`src/rtl/stair_seq_gen.sv`:
```
// -----------------------------------------------------------------------------
// stair_seq_gen -- parametrised staircase sequence generator.
//
// Each value v is presented on out_o for exactly v enabled cycles. A sweep
// either ascends MIN..MAX and wraps (mode 0) or climbs MIN..MAX and then
// descends MAX-1..MIN+1 (mode 1, triangle). The mode is latched at every
// sweep start, so a change made mid-sweep applies from the next sweep.
//
// Optional build macro: STAIR_SEQ_PROG_BOUNDS_EN
//   When defined, cfg_min_i/cfg_max_i are sampled at every sweep start and
//   replace MIN_VAL/MAX_VAL for that sweep. An illegal pair (min 0 or
//   min > max) falls back to the parameter bounds.
//
// Ports:
//   clk_i        clock, rising edge
//   rst_i        asynchronous active-high reset
//   en_i         advance enable; low freezes all state and outputs
//   mode_i       0 = ascending wrap, 1 = triangle
//   cfg_min_i    (macro only) programmable low bound
//   cfg_max_i    (macro only) programmable high bound
//   out_o        current sequence value (registered)
//   out_valid_o  high once the first value has been loaded
//   wrap_o       high during the final enabled cycle of a sweep
// -----------------------------------------------------------------------------
module stair_seq_gen #(
  parameter int WIDTH   = 4,
  parameter int MIN_VAL = 1,
  parameter int MAX_VAL = 9
) (
  input  logic             clk_i,
  input  logic             rst_i,
  input  logic             en_i,
  input  logic             mode_i,
`ifdef STAIR_SEQ_PROG_BOUNDS_EN
  input  logic [WIDTH-1:0] cfg_min_i,
  input  logic [WIDTH-1:0] cfg_max_i,
`endif
  output logic [WIDTH-1:0] out_o,
  output logic             out_valid_o,
  output logic             wrap_o
);

  // Reject parameter sets that would need a zero-length hold or an inverted
  // or unrepresentable range.
  if ((MIN_VAL < 1) || (MIN_VAL > MAX_VAL) || (MAX_VAL > ((2 ** WIDTH) - 1))) begin : g_param_check
    $error("stair_seq_gen: illegal MIN_VAL/MAX_VAL for this WIDTH");
  end

  localparam logic [WIDTH-1:0] MIN_W = WIDTH'(MIN_VAL);
  localparam logic [WIDTH-1:0] MAX_W = WIDTH'(MAX_VAL);
  localparam logic [WIDTH-1:0] ONE_W = WIDTH'(1);

  typedef enum logic [1:0] {
    S_PRIME = 2'd0,
    S_LOAD  = 2'd1,
    S_RUN   = 2'd2
  } state_e;

  state_e           state_q, state_d;
  logic [WIDTH-1:0] out_q, out_d;
  logic [WIDTH-1:0] cnt_q, cnt_d;
  logic             valid_q, valid_d;
  logic             wrap_q, wrap_d;
  logic             dir_q, dir_d;     // 0 = climbing, 1 = descending
  logic             mode_q, mode_d;   // mode latched for the current sweep
  logic             reload_s;         // this edge starts a new sweep

  logic [WIDTH-1:0] lo_s, hi_s;         // bounds of the current sweep
  logic [WIDTH-1:0] new_lo_s, new_hi_s; // bounds a sweep starting now would use
  logic [WIDTH-1:0] lo_nxt_s, hi_nxt_s; // bounds in force after this edge

  // True when value v, once its hold completes, is the last value of the sweep.
  // In the descending leg v >= lo+1, so v-1 cannot underflow; hi >= lo always.
  function automatic logic sweep_end(
    input logic [WIDTH-1:0] v,
    input logic             dir_down,
    input logic             tri_mode,
    input logic [WIDTH-1:0] lo,
    input logic [WIDTH-1:0] hi
  );
    logic r;
    if (!tri_mode) begin
      r = (v == hi);
    end else if (!dir_down) begin
      // A triangle only ends while climbing when there is no room to descend.
      r = (v == hi) && ((hi - lo) <= ONE_W);
    end else begin
      r = ((v - ONE_W) == lo);
    end
    return r;
  endfunction

`ifdef STAIR_SEQ_PROG_BOUNDS_EN
  logic [WIDTH-1:0] lo_q, hi_q;
  logic             cfg_bad_s;

  assign cfg_bad_s = (cfg_min_i == {WIDTH{1'b0}}) || (cfg_min_i > cfg_max_i);
  assign new_lo_s  = cfg_bad_s ? MIN_W : cfg_min_i;
  assign new_hi_s  = cfg_bad_s ? MAX_W : cfg_max_i;
  assign lo_s      = lo_q;
  assign hi_s      = hi_q;
  assign lo_nxt_s  = reload_s ? new_lo_s : lo_q;
  assign hi_nxt_s  = reload_s ? new_hi_s : hi_q;
`else
  assign new_lo_s  = MIN_W;
  assign new_hi_s  = MAX_W;
  assign lo_s      = MIN_W;
  assign hi_s      = MAX_W;
  assign lo_nxt_s  = MIN_W;
  assign hi_nxt_s  = MAX_W;
`endif

  // Next-state computation for one enabled edge.
  always_comb begin
    state_d  = state_q;
    out_d    = out_q;
    cnt_d    = cnt_q;
    valid_d  = valid_q;
    dir_d    = dir_q;
    mode_d   = mode_q;
    reload_s = 1'b0;

    case (state_q)
      S_PRIME: begin
        state_d = S_LOAD;
      end
      S_LOAD: begin
        reload_s = 1'b1;
        state_d  = S_RUN;
      end
      S_RUN: begin
        if (cnt_q != out_q) begin
          cnt_d = cnt_q + ONE_W;
        end else if (sweep_end(out_q, dir_q, mode_q, lo_s, hi_s)) begin
          reload_s = 1'b1;
        end else if (!mode_q) begin
          out_d = out_q + ONE_W;
          cnt_d = ONE_W;
        end else if (!dir_q) begin
          // Peak is shown once, then the descent starts at hi-1.
          if (out_q == hi_s) begin
            out_d = out_q - ONE_W;
            dir_d = 1'b1;
          end else begin
            out_d = out_q + ONE_W;
          end
          cnt_d = ONE_W;
        end else begin
          out_d = out_q - ONE_W;
          cnt_d = ONE_W;
        end
      end
      default: begin
        state_d = S_PRIME;
      end
    endcase

    // Sweep start: load the low bound and re-sample the mode.
    if (reload_s) begin
      out_d   = new_lo_s;
      cnt_d   = ONE_W;
      dir_d   = 1'b0;
      mode_d  = mode_i;
      valid_d = 1'b1;
    end else begin
      valid_d = valid_q;
    end
  end

  // wrap is evaluated on the post-edge state so it lines up with out_o.
  assign wrap_d = (state_d == S_RUN) && (cnt_d == out_d) &&
                  sweep_end(out_d, dir_d, mode_d, lo_nxt_s, hi_nxt_s);

  // State and output registers; en_i low freezes everything, wrap included.
  always_ff @(posedge clk_i or posedge rst_i) begin
    if (rst_i) begin
      state_q <= S_PRIME;
      out_q   <= {WIDTH{1'b0}};
      cnt_q   <= {WIDTH{1'b0}};
      valid_q <= 1'b0;
      wrap_q  <= 1'b0;
      dir_q   <= 1'b0;
      mode_q  <= 1'b0;
`ifdef STAIR_SEQ_PROG_BOUNDS_EN
      lo_q    <= MIN_W;
      hi_q    <= MAX_W;
`endif
    end else if (en_i) begin
      state_q <= state_d;
      out_q   <= out_d;
      cnt_q   <= cnt_d;
      valid_q <= valid_d;
      wrap_q  <= wrap_d;
      dir_q   <= dir_d;
      mode_q  <= mode_d;
`ifdef STAIR_SEQ_PROG_BOUNDS_EN
      lo_q    <= lo_nxt_s;
      hi_q    <= hi_nxt_s;
`endif
    end
  end

  assign out_o       = out_q;
  assign out_valid_o = valid_q;
  assign wrap_o      = wrap_q;

endmodule

```
`config.mk`:
```
export PLATFORM = sky130hd
export DESIGN_NAME = stair_seq_gen
export DESIGN_NICKNAME = d
export VERILOG_FILES = /design/src/rtl/stair_seq_gen.sv
export SDC_FILE = /design/constraint.sdc
export NUM_CORES = 1
export LEC_CHECK = 0
export ABC_AREA = 0
export BUFFER_PORTS_ARGS = -buffer_cell sky130_fd_sc_hd__buf_2
export CORE_MARGIN = 3
export CORE_UTILIZATION = 35
export DETAILED_ROUTE_END_ITERATION = 10
export SETUP_SLACK_MARGIN = 0.2
export SLEW_MARGIN = 25
export SYNTH_ARGS = -nofsm -noshare
export SYNTH_HDL_FRONTEND = slang
export SYNTH_SLANG_ARGS = --single-unit
```
`constraint.sdc`:
```
create_clock -name clk_i -period 7.9 [get_ports clk_i]
set_clock_uncertainty 0.2 [all_clocks]
set_input_delay 0 -clock clk_i [delete_from_list [all_inputs] [get_ports clk_i]]
set_output_delay 0 -clock clk_i [all_outputs]
set_load 0.1 [all_outputs]
```
* Word level (Yosys, flattened, before mapping)
Index checks and enable logic that the tools add are counted.
Operators by class: eq/ne operators 9, reductions and logical operators 4, add/subtract/negate cells 4, mux-type cells 29
Operator list (count):
- $mux 4 | 11
- $mux 1 | 16
- $add 4x1->4 const B | 2
- $eq 4x1->1 const B | 2
- $eq 4x4->1 const B | 2
- $sub 4x1->4 const B | 2
- $pmux 2 s3 | 1
- $eq 2x2->1 const B | 2
- $eq 4x4->1 | 1
- $ne 4x4->1 | 1
- $eq 2x1->1 const B | 1
- $logic_and 1x1->1 | 2
- $logic_not 2->1 | 1
- $pmux 1 s2 | 1
- $reduce_and 2->1 | 1
Storage, ports and cells: word-level logic and storage cells 53, output and inout port bits 6, bits in registers 14

* Depth between registers and ports, before layout
depth after elaboration 15, mapped depth 13, mapped depth without buffers 10

* Least setup slack after synthesis
Ideal clock, no wire load.
path kind register to register, start register out_q[0] (netlist: out_o[0]), end register mode_q, arrival time 2942 ps, buffers on the path 3, cell stages (with the launch flop) 13, slack 4634 ps, required time 7575 ps, cells stage by stage dfrtp_1 -> buf_6 -> inv_1 -> ha_1 -> and3_1 -> a211o_1 -> o211a_1 -> buf_4 -> a31oi_1 -> nor2b_2 -> buf_4 -> nand2_1 -> mux2_2
Between the ends: word-level cells in the longest chain between the ends 10, elaborated cells between the ends (all ways) 12, those cells by class add/sub: 1; eq/ne: 3; mux: 8
Ends and longest elaborated chain:
- start, declared | RTL line 60 | logic [WIDTH-1:0] out_q, out_d;
- start signal, assigned | RTL line 178 | out_q <= {WIDTH{1'b0}};
- start signal, assigned | RTL line 190 | out_q <= out_d;
- $sub 4x1->4 | RTL line 88 | r = ((v - ONE_W) == lo);
- $eq 4x1->1 | RTL line 88
- $mux 1 | RTL line 84 | end else if (!dir_down) begin
- $mux 1 | RTL line 82 | if (!tri_mode) begin
- $mux 1 | RTL line 132 | if (cnt_q != out_q) begin
- $mux 1 | RTL line 123 | case (state_q)
- $mux 1 | RTL line 134 | end else if (sweep_end(out_q, dir_q, mode_q, lo_s, hi_s)) begin
- $mux 1 (*) | RTL line 132
- $pmux 1 s2 (*) | RTL line 123
- $mux 1 (*) | RTL line 159 | if (reload_s) begin
- end signal, assigned | RTL line 195 | mode_q <= mode_d;
- end, declared | RTL line 65 | logic mode_q, mode_d;
Mark *: on every way between the ends. The rest lies on a longest branch, timed or not. The select of a mux whose other input is x is not followed. A chain may end at the register's enable or synchronous reset.

* Worst setup path in the final report
start register out_q[0] (netlist: out_o[0]), end register wrap_q (netlist: wrap_o)
Between the ends: word-level cells in the longest chain between the ends 15, elaborated cells between the ends (all ways) 39, those cells by class add/sub: 3; eq/ne: 6; mux: 28; reduce/logical: 2
Ends and longest elaborated chain:
- $sub 4x1->4 | RTL line 88, 142, 149
- $eq 4x1->1 | RTL line 88
- $mux 1 | RTL line 84
- $mux 1 | RTL line 82
- $mux 1 | RTL line 132
- $mux 1 | RTL line 123
- $mux 1 / $mux 4 (equally long branches) | RTL line 134
- $mux 1 / $mux 4 (equally long branches) | RTL line 132
- $pmux 1 s2 / $mux 4 (equally long branches) | RTL line 123
- $mux 4 | RTL line 159
- $sub 4x1->4 | RTL line 88
- $eq 4x1->1 | RTL line 88
- $mux 1 | RTL line 84
- $mux 1 | RTL line 82
- $logic_and 1x1->1 (*) | RTL line 171 | assign wrap_d = (state_d == S_RUN) && (cnt_d == out_d) &&
- end signal, assigned | RTL line 193 | wrap_q <= wrap_d;
- end, declared | RTL line 63 | logic wrap_q, wrap_d;
Marked as above.

==> key figures <==
Route
  • WL/cell: 14.0 µm
  • Final WL: 2470 µm
  • Initial DRC count: 43
  • Vias: 933
  • Post-route DRC: 0
  • Post-route antenna net violation count: 0
  • Vias per cell: 5.27
  • Drt first pass iters: 4

Timing
  • Final setup viols: 0
  • Fmax: 0.313 GHz
  • Worst-Margin Slew: 0.648 ns
  • Final cycle utilization of the critical path: 0.404
  • Min Clock Period, post-route: 3.19 ns
  • Final slew viol count: 0
  • Setup TNS: 0 ns
  • Final WS setup: 4.71 ns
  • Final hold viol count: 0
  • RSZ-0062 raised after global routing: no
  • Slew HR: 0.564

Global routing
  • Total gr overflow: 0
  • Largest net degree at the start of global routing: 15
  • Antenna violations before repair: 0
  • First-pass GRT wire length: 3990 µm
  • Vias in the first global route: 925
  • Gr usage total: 0.124

Pwr
  • Pwr Density: 427 mW/mm²
  • LEAKAGE: 0.000543 µW
  • VDD IR-drop max: 0.181 mV

Critical path
  • Worst setup EP type: flip-flop
  • Setup CP Type: reg2reg
  • Flop2flop setup slack: 4.71 ns
  • Arr. time, crit path: 3.21 ns
  • Worst Setup Start Kind: flip-flop
  • Max FO, Critical Path: 11
  • RR Startpoint: out_o[0]
  • Worst path required time: 7.92 ns
  • R2R Path End: wrap_o
  • R2R depth: 10

Logic synthesis
  • Count leader, synth: dfrtp_1
  • Synth top area share: 0.309
  • Distinct cells, synth: 45
  • Commonest cells post-synth: dfrtp_1 (14), o21ai_0 (12), inv_1 (10), nand2_1 (9)
  • EDFF count, synth: 0
  • Largest cells by area after synthesis: dfrtp_1 (31%), ha_1 (8.8%), o21ai_0 (5.3%), mux2_2 (5.0%), inv_1 (3.3%)
  • Number of synthesized register bits: 14
  • Top cell type by total area after synthesis: dfrtp_1
  • Syn_area_per_cell: 9.00 µm²
  • Ys async rst share: 1.00
  • Cells after synthesis: 126
  • Ys flop type: dfrtp_1
  • Mapped Area: 0.00113 mm²
  • Synth warn: 0
  • Syn nets: 138
  • Sequential fraction of the synthesis area: 0.309

Place
  • Dpl hpwl: 1760 µm
  • DP Worst Slack: 4.76 ns
  • Placed Cells: 170
  • Routability cong.: 0.784
  • PortBufs: 9

Outcome
  • Status: completed

Clock network
  • Clock Sinks: 14
  • Post_cts resized: 0
  • CTS HTree Levels: 1
  • CTS root buffer: clkbuf_4
  • TritonCTS clock tree: yes
  • Clk buf depth: 2
  • Worst skew pair latency: 0.29 ns
  • CTS Buf Count: 3
  • CTS clk-pin slew, worst paths: 0.10 ns

Layout
  • Fin cells: 177
  • Antenna cells: 0
  • Share of layout cells above drive strength 1: 0.173
  • Area Overhead vs Synth: 9.27%
  • Layout Nets: 146
  • Final Util: 0.402

Floorplanning
  • IO Pins: 10
  • Initial core utilization: 0.368
  • Core box area: 0.00308 mm²
  • Row cnt: 20
  • Die area: 0.00396 mm²
  • Die height: 62.9 µm
  • Die X: 62.9 µm

Hold path
  • HP Class: in2async

Run
  • Maxcap violations: 0
==> power by group <==
part	internal, µW	switching, µW
Clock	28.1	27.5
Combinational	107	217
Sequential	101	49.9
==> layout by cell type, fill, tap and decap left out, types with 2 or more instances in the layout <==
master and count:
a21oi_1 4, a31oi_1 2, buf_2 9, clkbuf_4 3
dfrtp_1 14, dlygate4sd3_1 3, ha_1 8, inv_1 10
mux2_2 5, mux2i_1 2, nand2_1 9, nand2b_1 2
nand3_1 2, nand3b_1 3, nor2_1 8, nor4_1 2
o21ai_0 12, o41ai_1 2, or3_1 3, xnor2_1 3
xor2_1 4
==> how the worst max path moves through the flow <==
stage | start | slack (ns) | endpoint | cells after the start
global placement | out_o[0] | 4.86 | wrap_o | 10
finish | out_o[0] | 4.71 | wrap_o | 10
detailed placement | out_o[0] | 4.76 | wrap_o | 10
floorplan | out_o[0] | 4.63 | mode_q | 12
global route | out_o[0] | 4.48 | wrap_o | 10
CTS | out_o[0] | 4.71 | wrap_o | 10
==> routing by layer <==
| layer | global-route usage | part of all wire |
|---|---|---|
| met1 | 0.158 | 0.48 |
| met2 | 0.206 | 0.48 |
| met3 | 0.0234 | 0.031 |
| met4 | 0.0496 | 0.013 |
| met5 | 0 | 0 |
==> registers in the layout (all words and copies together), names as in the netlist <==
signal       count
wrap_o           1
out_o            4
mode_q           1
cnt_q            4
out_valid_o      1
dir_q            1
state_q          2
==> final cells by class <==
cell class	instances	area, µm²
sequential	14	350
timing repair buffer	12	75.1
fill	307	1840
clock buffer	4	36.3
multi-input combinational	93	684
inverter	10	37.5
tap	44	55.1
==> worst max-delay path, stage by stage, from the launching register on <==
cell	delay [ns]
dfrtp_1	0.55
inv_1	0.17
ha_1	0.28
nor4_1	0.25
a211o_1	0.16
o211a_1	0.37
a31oi_1	0.16
nor2b_2	0.36
nor2_1	0.11
or3_1	0.35
o2bb2ai_1	0.15
==> what timing repair did <==
action                     CTS  global route
setup endpoints to repair    0             0
hold endpoints to repair    27             0
setup buffers                0             0
hold buffers                 3             0
==> metrics by stage <==
step                cell area [µm²]  total power (µW)  hold WS [ns]
detailed placement             1160               463        -0.123
finish                         1240               529        0.0929
floorplan                      1130               424        -0.311
global route                   1240               568         0.142
global placement               1160               459        -0.128
CTS                            1230               521        0.0963
==> logic make-up after synthesis <==
logic type / share of synthesized area
DFF: 0.309
buffers and inverters: 0.0949
adders and majority gates: 0.0883
and+or+nand+nor: 0.193
xor gates and xnor gates: 0.0541
AOI/OAI and AO/OA: 0.193
muxes: 0.0673
No activity file was read; power rests on OpenSTA's default activity.
